--- src/rtl/countdown_timer_bcd.sv ---
// M:SS BCD countdown timer with load/start/stop/clear and a one-cycle done pulse.
// Prescaler divides clk down to one-second steps of CLK_DIV cycles.
module countdown_timer_bcd #(
   parameter int CLK_DIV = 50_000_000
) (
   input  logic       clk,
   input  logic       rst_n,
   input  logic       load,
   input  logic [3:0] load_mins,
   input  logic [3:0] load_sec_tens,
   input  logic [3:0] load_sec_ones,
   input  logic       start,
   input  logic       stop,
   input  logic       clear_time,
   output logic [3:0] mins,
   output logic [3:0] sec_tens,
   output logic [3:0] sec_ones,
   output logic       running,
   output logic       done
);

   localparam int             PW     = (CLK_DIV > 2) ? $clog2(CLK_DIV) : 1;
   localparam logic [PW-1:0]  PS_MAX = PW'(CLK_DIV - 1);

   localparam logic [1:0] S_IDLE    = 2'd0;
   localparam logic [1:0] S_RUNNING = 2'd1;
   localparam logic [1:0] S_PAUSED  = 2'd2;
   localparam logic [1:0] S_DONE    = 2'd3;

   logic [1:0]    r_state;
   logic [PW-1:0] r_presc;
   logic [3:0]    r_mins, r_tens, r_ones;
   logic          r_running, r_done;

   logic [1:0]    w_state_nx;
   logic [PW-1:0] w_presc_nx;
   logic [3:0]    w_mins_nx, w_tens_nx, w_ones_nx;
   logic [3:0]    w_dec_mins, w_dec_tens, w_dec_ones;
   logic [3:0]    w_clp_mins, w_clp_tens, w_clp_ones;
   logic          w_zero, w_last, w_tick, w_can_load;

   assign w_zero     = (r_mins == 4'd0) && (r_tens == 4'd0) && (r_ones == 4'd0);
   assign w_last     = (r_mins == 4'd0) && (r_tens == 4'd0) && (r_ones == 4'd1);
   assign w_tick     = (r_presc == PS_MAX);
   assign w_can_load = (r_state == S_IDLE) || (r_state == S_PAUSED);

   assign w_clp_mins = (load_mins     > 4'd9) ? 4'd9 : load_mins;
   assign w_clp_tens = (load_sec_tens > 4'd5) ? 4'd5 : load_sec_tens;
   assign w_clp_ones = (load_sec_ones > 4'd9) ? 4'd9 : load_sec_ones;

   // One-second BCD decrement with borrow chain ones -> tens -> mins.
   always_comb begin
      w_dec_mins = r_mins;
      w_dec_tens = r_tens;
      w_dec_ones = r_ones;
      if (r_ones != 4'd0) begin
         w_dec_ones = r_ones - 4'd1;
      end else begin
         w_dec_ones = 4'd9;
         if (r_tens != 4'd0) begin
            w_dec_tens = r_tens - 4'd1;
         end else begin
            w_dec_tens = 4'd5;
            w_dec_mins = (r_mins != 4'd0) ? r_mins - 4'd1 : 4'd0;
         end
      end
   end

   // Priority: clear_time > load > stop > start; ignored commands fall through.
   always_comb begin
      w_state_nx = r_state;
      w_presc_nx = r_presc;
      w_mins_nx  = r_mins;
      w_tens_nx  = r_tens;
      w_ones_nx  = r_ones;
      if (clear_time) begin
         w_state_nx = S_IDLE;
         w_presc_nx = '0;
         w_mins_nx  = 4'd0;
         w_tens_nx  = 4'd0;
         w_ones_nx  = 4'd0;
      end else if (load && w_can_load) begin
         w_state_nx = S_IDLE;
         w_presc_nx = '0;
         w_mins_nx  = w_clp_mins;
         w_tens_nx  = w_clp_tens;
         w_ones_nx  = w_clp_ones;
      end else if (stop && (r_state == S_RUNNING)) begin
         w_state_nx = S_PAUSED;
      end else if (start && (r_state == S_IDLE)) begin
         if (!w_zero) begin
            w_state_nx = S_RUNNING;
            w_presc_nx = '0;
         end
      end else if (start && (r_state == S_PAUSED)) begin
         w_state_nx = S_RUNNING;
      end else begin
         case (r_state)
            S_RUNNING: begin
               if (w_tick) begin
                  w_presc_nx = '0;
                  w_mins_nx  = w_dec_mins;
                  w_tens_nx  = w_dec_tens;
                  w_ones_nx  = w_dec_ones;
                  if (w_last) w_state_nx = S_DONE;
               end else begin
                  w_presc_nx = r_presc + 1'b1;
               end
            end
            S_DONE:  w_state_nx = S_IDLE;
            default: w_state_nx = r_state;
         endcase
      end
   end

   always_ff @(posedge clk or negedge rst_n) begin
      if (!rst_n) begin
         r_state   <= S_IDLE;
         r_presc   <= '0;
         r_mins    <= 4'd0;
         r_tens    <= 4'd0;
         r_ones    <= 4'd0;
         r_running <= 1'b0;
         r_done    <= 1'b0;
      end else begin
         r_state   <= w_state_nx;
         r_presc   <= w_presc_nx;
         r_mins    <= w_mins_nx;
         r_tens    <= w_tens_nx;
         r_ones    <= w_ones_nx;
         r_running <= (w_state_nx == S_RUNNING);
         r_done    <= (w_state_nx == S_DONE);
      end
   end

   assign mins     = r_mins;
   assign sec_tens = r_tens;
   assign sec_ones = r_ones;
   assign running  = r_running;
   assign done     = r_done;

endmodule

--- config.mk ---
export PLATFORM = sky130hd
export DESIGN_NAME = countdown_timer_bcd
export DESIGN_NICKNAME = d
export VERILOG_FILES = /design/src/rtl/countdown_timer_bcd.sv
export SDC_FILE = /design/constraint.sdc
export NUM_CORES = 1
export LEC_CHECK = 0
export CAP_MARGIN = 20
export CELL_PAD_IN_SITES_DETAIL_PLACEMENT = 0
export CELL_PAD_IN_SITES_GLOBAL_PLACEMENT = 1
export CORE_UTILIZATION = 38
export DETAILED_ROUTE_END_ITERATION = 10
export GPL_TIMING_DRIVEN = 0
export PLACE_DENSITY_LB_ADDON = 0.12
export SETUP_SLACK_MARGIN = 0.3
export SYNTH_ARGS = -nofsm -noshare
export SYNTH_HDL_FRONTEND = slang
export SYNTH_SLANG_ARGS = --single-unit
export TNS_END_PERCENT = 1
--- constraint.sdc ---
create_clock -name clk -period 2.3 [get_ports clk]
set_clock_uncertainty 0.15 [all_clocks]
set_input_delay 0.23 -clock clk [delete_from_list [all_inputs] [get_ports clk]]
set_output_delay 0.23 -clock clk [all_outputs]
set_load 0.05 [all_outputs]
==> impl_table.tex <==
\begin{tabular}{lr}
\hline
Metric & Value \\
\hline
\multicolumn{2}{l}{\textbf{Status}} \\
\quad Status & finished, violations left \\
\quad Failing checks & setup timing \\
\multicolumn{2}{l}{\textbf{Global routing}} \\
\quad Met3 track demand over resource in global routing & 3.43\% \\
\quad Number of global-route vias before repair & 2619 \\
\quad Global router's overall resource usage & 22.4\% \\
\quad Met1 Track Usage GR & 28.1\% \\
\quad Largest net degree at the start of global routing & 24 \\
\quad Wire length of the first global-routing pass & 13000 µm \\
\quad Met2 global-route usage & 39.0\% \\
\quad Residual overflow from global routing & 0 \\
\quad Top Usage Layer GRT & met2 \\
\quad Initial antenna violation count & 0 \\
\multicolumn{2}{l}{\textbf{Yosys}} \\
\quad Asr flop ratio synth & 100\% \\
\quad Syn avg cell area & 8.76 µm² \\
\quad Synth Flop Type & dfrtp\_1 \\
\quad Cell count after synthesis & 308 \\
\quad Number of flip-flops and latches in the synthesized netlist & 42 \\
\quad Mapped Nets & 332 \\
\quad Number of enable flip-flop cells after synthesis & 0 \\
\quad Mapped cell area & 0.00270 mm² \\
\quad Sequential area share after synthesis & 39.0\% \\
\quad Number of warning messages in the yosys log & 0 \\
\quad Distinct cells, synth & 59 \\
\multicolumn{2}{l}{\textbf{Timing}} \\
\quad Clock period minus final worst setup slack & 2600 ps \\
\quad Final worst setup slack & -304 ps \\
\quad Pins over their slew limit & 0 \\
\quad Setup\_tns & -5670 ps \\
\quad Highest clock rate & 384 MHz \\
\quad Hold Vio Cnt, Final & 0 \\
\quad Slew at the pin closest to its max-slew limit & 523 ps \\
\quad Final setup violation count & 28 \\
\quad Worst-case headroom to the max-slew limit & 65.1\% \\
\quad Unrepaired setup endpoints after global routing & true \\
\quad Worst Hold Margin & 284 ps \\
\quad Final worst-path cycle share & 113\% \\
\multicolumn{2}{l}{\textbf{Die}} \\
\quad Row count & 30 \\
\quad Core Region & 0.00683 mm² \\
\quad Area of the die & 0.00744 mm² \\
\quad Top Ports & 32 \\
\quad Effective utilization at floorplan & 39.5\% \\
\quad Height of the chip & 86.3 µm \\
\quad Die X-Extent & 86.3 µm \\
\multicolumn{2}{l}{\textbf{Power}} \\
\quad Cell area power density & 495 mW/mm² \\
\quad Share of total power in combinational logic & 27.1\% \\
\quad Relative contribution of the clock network to total power & 28.5\% \\
\quad Switching power share of the total & 31.9\% \\
\quad Net Sw Power & 0.568 mW \\
\quad Leak pwr & 1.49 nW \\
\quad Maximum VDD drop & 0.000222 V \\
\quad Fraction of power consumed by sequential logic & 44.4\% \\
\quad Internal power & 1.21 mW \\
\quad Power consumption & 1.78 mW \\
\multicolumn{2}{l}{\textbf{Place}} \\
\quad Global placement routability congestion & 0.795 \\
\quad Instance area at placement & 0.00317 mm² \\
\quad Number of cells in the design after placement & 436 \\
\quad Detail Placement HPWL & 5140 µm \\
\quad Number of buffers added on ports & 31 \\
\quad Pre-CTS setup slack & -674 ps \\
\multicolumn{2}{l}{\textbf{Worst setup path}} \\
\quad Critical path arrival & 2640 ps \\
\quad Critical path fanouts, max & 5 \\
\quad Required time of the critical path & 2340 ps \\
\quad Kind of launch point of the worst setup path & flip-flop \\
\quad Slack of the worst reg-to-reg path & -300 ps \\
\quad Classification of the worst setup path & flip-flop to flip-flop \\
\quad Worst reg-to-reg path cell count & 6 \\
\quad Critical path capture point type & flip-flop \\
\multicolumn{2}{l}{\textbf{Drt}} \\
\quad Residual DRC count & 0 \\
\quad Final WL & 7540 µm \\
\quad Final routed wire length divided by cell count & 16.4 µm \\
\quad Antenna Violating Nets Remaining & 0 \\
\quad Number of design-rule violations left by the first detailed-router iteration & 130 \\
\quad Total number of vias & 2585 \\
\quad First-pass detailed-route iteration total & 4 \\
\quad Detail-routed via count per cell & 5.62 \\
\multicolumn{2}{l}{\textbf{Clock network}} \\
\quad Clock buffer depth & 2 \\
\quad Clock tree from TritonCTS & built \\
\quad Clock latency on the worst-skew pair & 300 ps \\
\quad Total clock sinks & 42 \\
\quad Htree depth & 2 \\
\quad Clock tree root buffer cell & clkbuf\_8 \\
\quad Clock-pin slew on the worst setup and hold paths & 80 ps \\
\quad Number of buffers created by CTS & 5 \\
\multicolumn{2}{l}{\textbf{Layout}} \\
\quad Share of layout cells above drive strength 1 & 20.9\% \\
\quad Ant diodes & 0 \\
\quad Post-layout utilization of the core & 52.6\% \\
\quad \# nets final & 387 \\
\quad Number of standard cells in the layout, taps in and fillers out & 460 \\
\quad Cell area after layout & 0.00359 mm² \\
\quad Layout area overhead & 33.2\% \\
\quad Leading cell type in the layout, fill and taps excluded & dfrtp\_1 \\
\quad Commonest cells after routing, fill and taps aside & 33 x dfrtp\_1, 26 x clkdlybuf4s50\_1, 21 x nand2\_1 \\
\multicolumn{2}{l}{\textbf{Hold path}} \\
\quad Worst Hold Class & primary input to asynchronous set/reset pin \\
\multicolumn{2}{l}{\textbf{Job}} \\
\quad Max Cap Violations & 0 \\
\hline
\end{tabular}
==> cell type report <==
type | instances | area [µm²]
fill | 665 | 3240
buffer | 15 | 156
inverter | 20 | 75.1
timing repair buffer | 48 | 473
sequential | 42 | 1060
multi-input combinational | 231 | 1620
clock buffer | 8 | 90.1
tap | 96 | 120
==> sequential cells by signal, indices dropped and copies added (netlist names) <==
signal and count:
sec_ones 4, mins 4, sec_tens 4, done 1, r_state 2, running 1
r_presc 26
==> layer usage <==
layer,share of wire [%],wire [µm]
met1,45,3420
met3,3.9,291
met2,49,3680
met4,1.9,144
met5,0,0
==> synth_stat cells (6+ instances only) <==
cell type | count | area share, %
a21oi_1 | 18 | 3.3
a22o_1 | 6 | 1.9
and3_1 | 10 | 2.3
clkbuf_1 | 9 | 1.3
dfrtp_1 | 42 | 39
ha_1 | 6 | 2.8
inv_1 | 20 | 2.8
nand2_1 | 21 | 2.9
nand3_1 | 13 | 2.4
nand4_1 | 8 | 1.9
nor2_1 | 22 | 3.1
nor2b_1 | 6 | 1.4
nor3_1 | 10 | 1.9
o21ai_0 | 25 | 4.6
or4_1 | 9 | 2.5
==> timing repair <==
item                                   CTS  global route
buffers inserted                        11             3
pin swaps                               25            10
gates resized for setup                 56            19
endpoints found under the hold margin   19             0
gates cloned                             1             0
hold buffers                             1             0
setup endpoints to repair               42            46
==> power by group through the flow <==
stage          sequential (mW)  clock (mW)  combinational (mW)
2_1_floorplan            0.864           0               0.207
3_3_place_gp             0.804           0               0.420
3_5_place_dp             0.804           0               0.422
4_1_cts                  0.790       0.532               0.474
5_1_grt                  0.795       0.556               0.526
6_report                 0.790       0.506               0.482
==> worst paths after layout <==
check | start | to
setup / recovery | r_presc[8]$_DFFE_PN0P_ | r_presc[11]$_DFFE_PN0P_
hold / removal | rst_n | mins[2]$_DFFE_PN0P_
hold reg to reg | r_presc[24]$_DFFE_PN0P_ | r_presc[24]$_DFFE_PN0P_
max in group asynchronous | rst_n | r_presc[8]$_DFFE_PN0P_
setup reg to reg | r_presc[8]$_DFFE_PN0P_ | r_presc[11]$_DFFE_PN0P_
min in group clk | r_presc[24]$_DFFE_PN0P_ | r_presc[24]$_DFFE_PN0P_
==> worst max-delay path, cell delays in order, from the launching register on <==
cell and delay [ps]:
dfrtp_2 410, or4_4 550, or4_4 570, o211ai_4 320
buf_6 190, o21ai_2 50, mux2_4 260
==> cells by family after synthesis <==
family	after synthesis	share of synthesized area [%]
adder cells (fa/ha/maj)	6	2.78
AO/OA/AOI/OAI	88	22.4
AND/OR/NAND/NOR	129	27.4
flip-flops	42	39.0
multiplexers	7	2.74
XOR/XNOR	1	0.325
buffers and inverters	35	5.47
Note: power is estimated with default switching activity, not from simulation.
